## config.mk

```make
export PLATFORM = sky130hd
export DESIGN_NAME = ssd_capture
export DESIGN_NICKNAME = d
export VERILOG_FILES = /design/src/rtl/ssd_capture.sv
export SDC_FILE = /design/constraint.sdc
export NUM_CORES = 1
export LEC_CHECK = 0
export BUFFER_PORTS_ARGS = -buffer_cell sky130_fd_sc_hd__buf_2
export CORE_UTILIZATION = 62
export CTS_BUF_LIST = sky130_fd_sc_hd__clkbuf_2 sky130_fd_sc_hd__clkbuf_4 sky130_fd_sc_hd__clkbuf_8
export CTS_CLUSTER_DIAMETER = 60
export DETAILED_ROUTE_END_ITERATION = 10
export MAX_ROUTING_LAYER = met4
export PLACE_DENSITY = 0.95
export SYNTH_ARGS = -nofsm -noshare
export SYNTH_HDL_FRONTEND = slang
export SYNTH_SLANG_ARGS = --single-unit
```

## constraint.sdc

```tcl
create_clock -name clk -period 5.8 [get_ports clk]
set_clock_uncertainty 0.1 [all_clocks]
set_input_delay 0.29 -clock clk [delete_from_list [all_inputs] [get_ports clk]]
set_output_delay 0.29 -clock clk [all_outputs]
set_load 0.03 [all_outputs]
```

## src/rtl/ssd_capture.sv

```systemverilog
// Receive-side decoder for a multiplexed four-digit seven-segment bus.
// Filters scan transitions, decodes stable patterns and rebuilds the digit registers.
module ssd_capture #(
    parameter int STABLE_CYCLES = 16
) (
    input  logic       clk,
    input  logic       rst,
    input  logic [6:0] seg,
    input  logic [3:0] an,
    output logic [3:0] digit0,
    output logic [3:0] digit1,
    output logic [3:0] digit2,
    output logic [3:0] digit3,
    output logic [3:0] blank,
    output logic [3:0] invalid,
    output logic       update,
    output logic       frame_done
);

    localparam int CW = $clog2(STABLE_CYCLES + 1);
    localparam logic [CW-1:0] CNT_MAX = CW'(STABLE_CYCLES);

    logic [10:0]   sample_q, sample_d;
    logic [CW-1:0] cnt_q, cnt_d;
    logic          hit_q, hit_d;
    logic [3:0]    dig_q [4];
    logic [3:0]    dig_d [4];
    logic [3:0]    blank_q, blank_d;
    logic [3:0]    invalid_q, invalid_d;
    logic [3:0]    seen_q, seen_d;
    logic          update_q, update_d;
    logic          frame_q, frame_d;

    logic          an_ok;
    logic [1:0]    idx;
    logic [6:0]    abcdefg;
    logic [4:0]    dec;
    logic [3:0]    seen_next;

    // Returns {hit, value}; hit=0 for anything outside the hex glyph set.
    function automatic logic [4:0] decode(input logic [6:0] p);
        case (p)
            7'b0000001: decode = {1'b1, 4'h0};
            7'b1001111: decode = {1'b1, 4'h1};
            7'b0010010: decode = {1'b1, 4'h2};
            7'b0000110: decode = {1'b1, 4'h3};
            7'b1001100: decode = {1'b1, 4'h4};
            7'b0100100: decode = {1'b1, 4'h5};
            7'b0100000: decode = {1'b1, 4'h6};
            7'b0001111: decode = {1'b1, 4'h7};
            7'b0000000: decode = {1'b1, 4'h8};
            7'b0000100: decode = {1'b1, 4'h9};
            7'b0001000: decode = {1'b1, 4'hA};
            7'b1100000: decode = {1'b1, 4'hB};
            7'b0110001: decode = {1'b1, 4'hC};
            7'b1000010: decode = {1'b1, 4'hD};
            7'b0110000: decode = {1'b1, 4'hE};
            7'b0111000: decode = {1'b1, 4'hF};
            default:    decode = 5'b0_0000;
        endcase
    endfunction

    // Run filter: a zero count marks the first sample after reset as a fresh run.
    always_comb begin
        sample_d = {an, seg};
        an_ok    = (an == 4'b1110) || (an == 4'b1101) || (an == 4'b1011) || (an == 4'b0111);
        if (cnt_q == '0 || sample_d != sample_q) begin
            cnt_d = CW'(1);
        end else if (cnt_q == CNT_MAX) begin
            cnt_d = cnt_q;
        end else begin
            cnt_d = cnt_q + CW'(1);
        end
        // Only the transition into saturation arms a capture, so a held pair fires once.
        hit_d = an_ok && (cnt_d == CNT_MAX) && (cnt_q != CNT_MAX);
    end

    // NOTE: every output of this block gets a default first, so no latch is inferred.
    always_comb begin
        dig_d     = dig_q;
        blank_d   = blank_q;
        invalid_d = invalid_q;
        seen_d    = seen_q;
        update_d  = 1'b0;
        frame_d   = 1'b0;

        case (sample_q[10:7])
            4'b1101: idx = 2'd1;
            4'b1011: idx = 2'd2;
            4'b0111: idx = 2'd3;
            default: idx = 2'd0;
        endcase
        abcdefg   = {sample_q[0], sample_q[1], sample_q[2], sample_q[3],
                     sample_q[4], sample_q[5], sample_q[6]};
        dec       = decode(abcdefg);
        seen_next = seen_q | (4'b0001 << idx);

        if (hit_q) begin
            update_d = 1'b1;
            if (dec[4]) begin
                dig_d[idx]     = dec[3:0];
                blank_d[idx]   = 1'b0;
                invalid_d[idx] = 1'b0;
            end else if (abcdefg == 7'b1111111) begin
                blank_d[idx]   = 1'b1;
                invalid_d[idx] = 1'b0;
            end else begin
                blank_d[idx]   = 1'b0;
                invalid_d[idx] = 1'b1;
            end
            // The completing capture's own seen bit is dropped along with the rest.
            if (seen_next == 4'b1111) begin
                frame_d = 1'b1;
                seen_d  = 4'b0000;
            end else begin
                seen_d  = seen_next;
            end
        end
    end

    // NOTE: sequential state uses non-blocking assignments so all flops update together.
    always_ff @(posedge clk) begin
        if (rst) begin
            sample_q  <= '0;
            cnt_q     <= '0;
            hit_q     <= 1'b0;
            dig_q     <= '{default: 4'h0};
            blank_q   <= 4'b1111;
            invalid_q <= 4'b0000;
            seen_q    <= 4'b0000;
            update_q  <= 1'b0;
            frame_q   <= 1'b0;
        end else begin
            sample_q  <= sample_d;
            cnt_q     <= cnt_d;
            hit_q     <= hit_d;
            dig_q     <= dig_d;
            blank_q   <= blank_d;
            invalid_q <= invalid_d;
            seen_q    <= seen_d;
            update_q  <= update_d;
            frame_q   <= frame_d;
        end
    end

    assign digit0     = dig_q[0];
    assign digit1     = dig_q[1];
    assign digit2     = dig_q[2];
    assign digit3     = dig_q[3];
    assign blank      = blank_q;
    assign invalid    = invalid_q;
    assign update     = update_q;
    assign frame_done = frame_q;

endmodule

```

; After elaboration in Yosys (flattened, before gate mapping)
; Index checks and enable logic that the tools add are counted.
[word_totals]
output_inout_bits = 26
reg_bits = 47
inputBits = 13
word_cells = 82
[classes]
bitwise = 8
reduce_logical = 12
shifts = 1
order_cmp = 4
muxes = 16
eq_ne = 28
n_addsub = 1
[op_table]
columns = cell, n
row1 = one-hot mux 5 bit (16 select lines), 1
row2 = == test 7 x 6 -> 1 bit (second input constant), 5
row3 = == test 7 bit (second input constant), 5
row4 = == test 4 bit (second input constant), 6
row5 = 2-to-1 mux 4 bit, 6
row6 = bitwise mux 16 bit, 1
row7 = == test 7 x 3 -> 1 bit (second input constant), 2
row8 = == test 7 x 4 -> 1 bit (second input constant), 2
row9 = bitwise OR 4 bit, 3
row10 = inequality test 11 bit, 1
row11 = == test 5 bit (second input constant), 2
row12 = 2-to-1 mux 5 bit, 2
row13 = bitwise AND 4 bit, 2
row14 = demux 4 bit (select 2 bit), 1
row15 = == test 4 x 3 -> 1 bit (second input constant), 2
row16 = == test 7 x 1 -> 1 bit (second input constant), 1
row17 = == test 7 x 5 -> 1 bit (second input constant), 1
row18 = logical NOT 7 bit, 1
row19 = one-hot mux 2 bit (3 select lines), 1
row20 = adder 5 x 1 -> 5 bit (second input constant), 1
row21 = logical NOT 5 bit, 1
row22 = inequality test 5 bit (second input constant), 1
row23 = logical AND 1 bit, 4
row24 = logical OR 1 bit, 4
row25 = other kinds (12), 14

; Depth between registers and ports, before layout
; Gate-level depths: netlist of the first run.
[logic_depth]
depth_word = 10
ltp_mapped = 7
depth_no_buf = 7

; Least setup slack after synthesis of the first run
; OpenSTA, ideal clock, no wires.
[synth_path]
path_type = register to register
start = register sample_q[6]
end = register dig_q, in the netlist digit3[3]
setup_ns = 0.132
slack_ns = 3.763
path_stages_with_launch = 7
arrival_time_ns = 1.805
cell_sequence = dfxtp_1 -> buf_6 -> or3_4 -> or4b_4 -> o2111a_4 -> a211oi_1 -> nor3_1
[synth_via]
elab_chain_cells = 3
word_cells_on_any_way = 19
cone_classes = eq/ne (15) / mux (2) / reduce/logical (2)
[synth_lines]
columns = item, line
row1 = start: declaration, 23  ; logic [10:0] sample_q, sample_d;
row2 = start signal: assignment, 134  ; sample_q <= sample_d;
row3 = == test 7 x 6 -> 1 bit (tied with other cells), 42  ; case (p)
row4 = one-hot mux 5 bit (16 select lines) *, 42
row5 = bitwise mux 16 bit or AND reduction 2 bit (tied branches), n/a
row6 = end signal: assignment, 137  ; dig_q <= dig_d;
row7 = end: declaration, 26  ; logic [3:0] dig_q [4];
; Every way passes the cells marked *; elsewhere a longest branch is shown, timed or not.
; A chain may end at the register's enable or synchronous reset.

==> results.md, run 1 <==
* Required time of the worst setup path at just under 6 ns
* Fillcell total at 270
* CTS tree: done
* # IOs at 39
* CTS Sinks at 47
* Port-buffer cells at 38
* Clock Root Buffer: clkbuf_8
* Setup crit end kind: flip-flop
* Clock Path Buffers at 2
* Share of cells above drive strength 1 at 0.214
* Worst hold stages at 2
* Core footprint at 3660 um2
* Net Switching at roughly 0.16 mW
* Commonest cells in the netlist: dfxtp_1 (47), nand2_1 (24), inv_1 (14), xor2_1 (14), nor2b_1 (12)
* Worst skew pair latency at about 0.3 ns
* Synth cell types at between 60 and 70
* PostCTS Resize Cnt at 0
* Multi-input logic area at 1290 um2
* Total track usage at 0.271
* Largest net degree at the start of global routing at 36
* Via count at approximately 2,000
* DR pass1 iterations at 4
* Gr ovfl total at 0
* Post-CTS Setup Bufs at 0
* Synth Flop Type: dfxtp_1
* CP Launch Type: flip-flop
* Die area at around 4100 um2
* Initial antenna violation count at 0
* H-Tree Depth at 2
* Critical path class: flip-flop to flip-flop
* Min Clock Period, post-route at 2.26 ns
* P_int at 0.459 mW
* Cell Area, Synth at 2370 um2
* Die Ht at 63.8 um
* First-pass GRT wire length at 8220 um
* Site Rows at 22
* Combinational share of power at 0.092
* Synth top area share at 0.398
* Max Cap Viol at 0
* Worst reg2reg path depth at 5
* Crit path DAT at 2.38 ns
* Post-synth ARST share at 0
* Status: finished clean
* Switch share at 0.253
* Sequential Area at approximately 940 um2
* Diode count at 0
* Count leader, synth: dfxtp_1
* Cts hold-fix bufs at 0
* Clock power share at 0.356
* Max VDD drop at 0.162 mV
* Nets@finish at 304
* Largest area contributor in the netlist: dfxtp_1
* WL/cell at roughly 14 um
* Cells after synthesis at approximately 260
* Static leakage at between 0.9 and 1 nW
* Vias in the first global route at around 1,800
* Global placer's final weighted congestion at just under 0.9
* RSZ-0062 raised after global routing: no
* Seq cells post-synth at 47
* Vias per cell at around 5.9
* Final Setup Violations at 0
* Area Growth Syn to Fin at 11.5%
* Pwr dens at roughly 230 nW/um2
* Top post-synthesis cells by area: dfxtp_1 (40%), xor2_1 (5.2%), o32ai_1 (4.1%)
* Pre-CTS setup slack at between 3 and 4 ns
* Worst hold path type: primary input to flip-flop
* Final hold vios at 0
* Post-route antenna net violation count at 0
* Chip width at around 64 um
* Final HPWL DP at roughly 3500 um
* Detailed Route Iter0 Violations at around 230
* Worst Max-Slew Pin Slew at between 0.6 and 0.7 ns
* Register area share after synthesis at 0.398
* Final WL at slightly below 5000 um
* Synth warn at 0
* Residual DRC at 0
* Mapped Nets at approximately 280
* TritonCTS Buffers at 5
* Seq pwr share at 0.552
* Critical Path Fanout Max at 18
* FMAX at 0.442 GHz
* Clk slew on worst S/H paths at ~0.090 ns
* Post-synth EDFFs at 0
* Synth Area per Inst at ~9.1 um2
* Post-route setup slack at 3.54 ns
* Initial core utilization at 0.646
* Slew Limit Fails at 0
* Tcrit/Tclk final at 0.390
* Worst slew margin at 0.561
* Fin Setup TNS at 0 ns
[layer usage]
metal	part of all wire	global-route usage	vias up
li1	-	-	990
met1	0.44	0.322	940
met2	0.49	0.449	73
met3	0.051	0.0607	7
met4	0.015	0.0938	0
met5	0	-	-
[power groups by stage]
stage / combinational, mW / clock (mW) / sequential [mW]
floorplan: 0.0528 / 0 / 0.337
global placement: 0.0544 / 0 / 0.346
detailed placement: 0.0564 / 0 / 0.347
CTS: 0.0565 / 0.222 / 0.339
global route: 0.0616 / 0.232 / 0.341
finish: 0.0565 / 0.219 / 0.339
[worst paths after layout]
| check | to | slack, ns | startpoint |
|---|---|---|---|
| setup / recovery | flip-flop | 3.54 | sample_q[0]$_SDFF_PP0_ |
| hold / removal | sample_q[6]$_SDFF_PP0_ | 0.12 | seg[6] |
| setup reg to reg | flip-flop | 3.54 | sample_q[0]$_SDFF_PP0_ |
| hold reg to reg | digit2[1]$_SDFFE_PP0P_ | 0.36 | digit2[1]$_SDFFE_PP0P_ |
[cells in the final DEF, fill, tap and decap left out, drive strengths merged, types with 2 or more instances in the layout]
| cell | synthesis | routed |
|---|---|---|
| o21ai | 9 | 9 |
| nor4 | 6 | 6 |
| nor3b | 3 | 3 |
| nand4 | 2 | 2 |
| nor2 | 10 | 10 |
| or2 | 2 | 2 |
| a211oi | 6 | 6 |
| a31oi | 2 | 2 |
| nand2b | 5 | 5 |
| or4b | 3 | 3 |
| buf | 8 | 38 |
| clkbuf | 9 | 7 |
| o32ai | 11 | 11 |
| nor3 | 12 | 12 |
| o32a | 2 | 2 |
| nor2b | 12 | 12 |
| nand2 | 25 | 25 |
| dfxtp | 47 | 47 |
| ha | 2 | 2 |
| inv | 14 | 14 |
| xor2 | 14 | 14 |
| nand3 | 8 | 8 |
| and4b | 2 | 2 |
| or3 | 4 | 4 |
| xnor2 | 5 | 5 |
| a21oi | 10 | 10 |
| nor4bb | 2 | 2 |
| mux2i | 5 | 5 |
[worst max-delay path, cell delays in order (launching register included)]
cell,delay (ns)
dfxtp_1,0.66
nor4_1,0.14
and4b_1,0.26
nor3_4,0.49
nand2_2,0.20
o41ai_2,0.32
[per-stage QoR]
| stage | std cells | hold slack (ns) | area, um2 | util | total power, mW |
|---|---|---|---|---|---|
| 2_1_floorplan | 261 | 0.318 | 2370 | - | 0.390 |
| 3_3_place_gp | 330 | 0.343 | 2530 | 0.692 | 0.401 |
| 3_5_place_dp | 330 | 0.353 | 2530 | 0.692 | 0.403 |
| 4_1_cts | 338 | 0.121 | 2640 | 0.721 | 0.618 |
| 5_1_grt | 338 | 0.128 | 2640 | 0.721 | 0.635 |
| 6_report | 338 | 0.123 | 2640 | 0.721 | 0.615 |
[logic make-up after synthesis]
| kind of cell | Yosys count | synth area share |
|---|---|---|
| XOR/XNOR | 19 | 0.0703 |
| adder cells (fa/ha/maj) | 2 | 0.0106 |
| multiplexers | 5 | 0.0212 |
| flip-flops | 47 | 0.398 |
| buffers and inverters | 31 | 0.0566 |
| AO/OA/AOI/OAI | 54 | 0.190 |
| AND/OR/NAND/NOR | 103 | 0.254 |
[cell type report]
class	instances	area share
clock buffer	7	0.0365
inverter	14	0.0199
sequential	47	0.357
timing repair buffer	38	0.0721
multi-input combinational	183	0.489
clock inverter	1	0.00284
tap	48	0.0228
No activity file was read; power rests on OpenSTA's default activity.
==> inputs of run 2 (changes only) <==
--- a/config.mk
+++ b/config.mk
@@ -6,12 +6,12 @@
 export NUM_CORES = 1
 export LEC_CHECK = 0
 export BUFFER_PORTS_ARGS = -buffer_cell sky130_fd_sc_hd__buf_2
-export CORE_UTILIZATION = 62
+export CORE_UTILIZATION = 58
 export CTS_BUF_LIST = sky130_fd_sc_hd__clkbuf_2 sky130_fd_sc_hd__clkbuf_4 sky130_fd_sc_hd__clkbuf_8
 export CTS_CLUSTER_DIAMETER = 60
 export DETAILED_ROUTE_END_ITERATION = 10
 export MAX_ROUTING_LAYER = met4
-export PLACE_DENSITY = 0.95
+export PLACE_DENSITY = 0.92
 export SYNTH_ARGS = -nofsm -noshare
 export SYNTH_HDL_FRONTEND = slang
 export SYNTH_SLANG_ARGS = --single-unit
==> constraint.sdc (replaced) <==
create_clock -name clk -period 2.2 [get_ports clk]
set_clock_uncertainty 0.1 [all_clocks]
set_input_delay 0.11 -clock clk [delete_from_list [all_inputs] [get_ports clk]]
set_output_delay 0.11 -clock clk [all_outputs]
set_load 0.03 [all_outputs]
==> run 2 against run 1 <==
Die area rose by 6.7%. Global-route usage shrank 0.95 points. Sequential power increased to 2.6 times the previous value. Combinational power increased to 3.5 times the previous value. Design area grew 7.1%. Clock power up 130%. Sequential cell count did not move. Count of clock-buffer cells in the layout down 2.
==> results.md, run 2 (synthesis results as in run 1) <==
* Status: finished clean
* Static leakage at 1.10 nW (+10%)
* Total track usage at 0.261 (-0.00945)
* Via count at 2,132 (+6.1%)
* Slew Limit Fails at 0 (unchanged)
* Min Clock Period, post-route at 2.13 ns (-0.128 ns)
* Worst path cell trace: nor4_1 -> nor3b_1 -> nor3_4 -> buf_4 -> a21oi_4 -> mux2i_1
* Largest net degree at the start of global routing at 20 (-44%)
* Core footprint at 3800 um2 (+3.8%)
* Initial antenna violation count at 0 (unchanged)
* H-Tree Depth at 2 (unchanged)
* Post-route antenna net violation count at 0 (unchanged)
* First-pass GRT wire length at 8610 um (+4.8%)
* Die Ht at 65.9 um (+3.3%)
* Critical path class: flip-flop to flip-flop
* Worst stage delay on the critical path at 0.46 ns (-0.20 ns)
* Area Growth Syn to Fin at 19.4%
* Required time of the worst setup path at 2.33 ns (-3.59 ns)
* TritonCTS Buffers at 5 (unchanged)
* Worst hold path type: primary input to flip-flop
* Critical path's slowest cell: nor3b_1
* Vias per cell at 5.91 (-0.69%)
* Fin Setup TNS at 0 ns (unchanged)
* Most frequent cells in the layout: dfxtp_1 (46), buf_2 (38), nand2_1 (24)
* Clock Root Buffer: clkbuf_8
* Vias in the first global route at 1,967 (+8.9%)
* Nets@finish at 328 (+7.9%)
* Max VDD drop at 0.405 mV (+150%)
* Share of cells above drive strength 1 at 0.252 (+0.0386)
* CTS tree: done
* Worst slew margin at 0.616 (+0.0542)
* Clock Path Buffers at 2 (unchanged)
* Final hold vios at 0 (unchanged)
* Tcrit/Tclk final at 0.970 (+0.580)
* Pwr dens at 559 nW/um2 (+140%)
* # IOs at 39 (unchanged)
* Clk slew on worst S/H paths at 0.09 ns (about the same)
* CP Launch Type: flip-flop
* Die area at 4340 um2 (+6.7%)
* Max Cap Viol at 0 (unchanged)
* CTS Sinks at 47 (unchanged)
* Diode count at 0 (unchanged)
* Worst skew pair latency at 0.30 ns (about the same)
* Site Rows at 22 (unchanged)
* Crit path DAT at 2.27 ns (-0.11 ns)
* Setup crit end kind: flip-flop
* Final Setup Violations at 0 (unchanged)
* DR pass1 iterations at 4 (unchanged)
* Critical Path Fanout Max at 8 (-10)
* Residual DRC at 0 (unchanged)
* Worst Max-Slew Pin Slew at 0.572 ns (-0.0857 ns)
* Commonest non-fill, non-tap cell in the layout: dfxtp_1
* Port-buffer cells at 38 (unchanged)
* Final instance area at 2830 um2 (+7.1%)
* Initial core utilization at 0.623 (-0.0234)
* WL/cell at 14.5 um (+0.49%)
* Gr ovfl total at 0 (unchanged)
* Global placer's final weighted congestion at 0.966 (+10%)
* Final HPWL DP at 3680 um (+4.7%)
* Final WL at 5240 um (+7.3%)
* FMAX at 0.469 GHz (+6.0%)
* Detailed Route Iter0 Violations at 183 (-22%)
* Chip width at 65.9 um (+3.3%)
* Placed cell areas at 2630 um2 (+3.6%)
[run 2: layout make-up]
| cell class | count | area [um2] |
|---|---|---|
| Multi-Input combinational cell | 183 | 1300 |
| Fill cell | 273 | 973 |
| Sequential cell | 47 | 942 |
| Timing Repair Buffer | 62 | 390 |
| Clock buffer | 5 | 68.8 |
| Tap cell | 48 | 60.1 |
| Inverter | 14 | 52.6 |
| Clock inverter | 2 | 13.8 |
[run 2: metrics by stage]
step	utilization	setup slack, ns	hold slack [ns]	cells	power [mW]
2_1_floorplan	-	0.163	0.138	261	1.03
3_3_place_gp	0.691	0.146	0.245	342	1.07
3_5_place_dp	0.691	0.0664	0.255	342	1.08
4_1_cts	0.734	0.0410	0.00293	357	1.57
5_1_grt	0.744	-0.0403	0.0115	361	1.64
6_report	0.744	0.0659	0.00408	361	1.58
[run 2: what timing repair did]
item | 4_1_cts | 5_1_grt
hold buffers | 8 | 0
gates resized for setup | 0 | 2
buffers inserted | 0 | 4
endpoints found under the setup margin | 0 | 8
endpoints found under the hold margin | 8 | 0
[run 2: where the power goes]
group	switching, mW	internal (mW)
Clock	0.281	0.217
Combinational	0.108	0.0903
Sequential	0.0218	0.862
[run 2: final timing paths]
check / from / end / slack [ns] / depth (start not counted)
max: sample_q[4]$_SDFF_PP0_ / digit0[1]$_SDFFE_PP0P_ / 0.07 / 6
min: an[0] / sample_q[7]$_SDFF_PP0_ / 0.004 / 2
max reg2reg: sample_q[4]$_SDFF_PP0_ / digit0[1]$_SDFFE_PP0P_ / 0.07 / 6
min reg2reg: digit2[1]$_SDFFE_PP0P_ / digit2[1]$_SDFFE_PP0P_ / 0.36 / 2
[run 2: worst max-delay path, delay by kind of cell, from the launching register on]
kind                   cells  cell delay (ns)
muxes                      1             0.20
DFF                        1             0.39
AOI/OAI and AO/OA          1             0.19
and+or+nand+nor            3             1.00
buffers and inverters      1             0.19
[run 2: routing by layer]
layer	vias up	global-route usage	share of wire
met5	-	-	0
met4	0	0.0652	0.014
met3	10	0.0431	0.052
met2	77	0.441	0.47
met1	1003	0.323	0.46
li1	1042	-	-
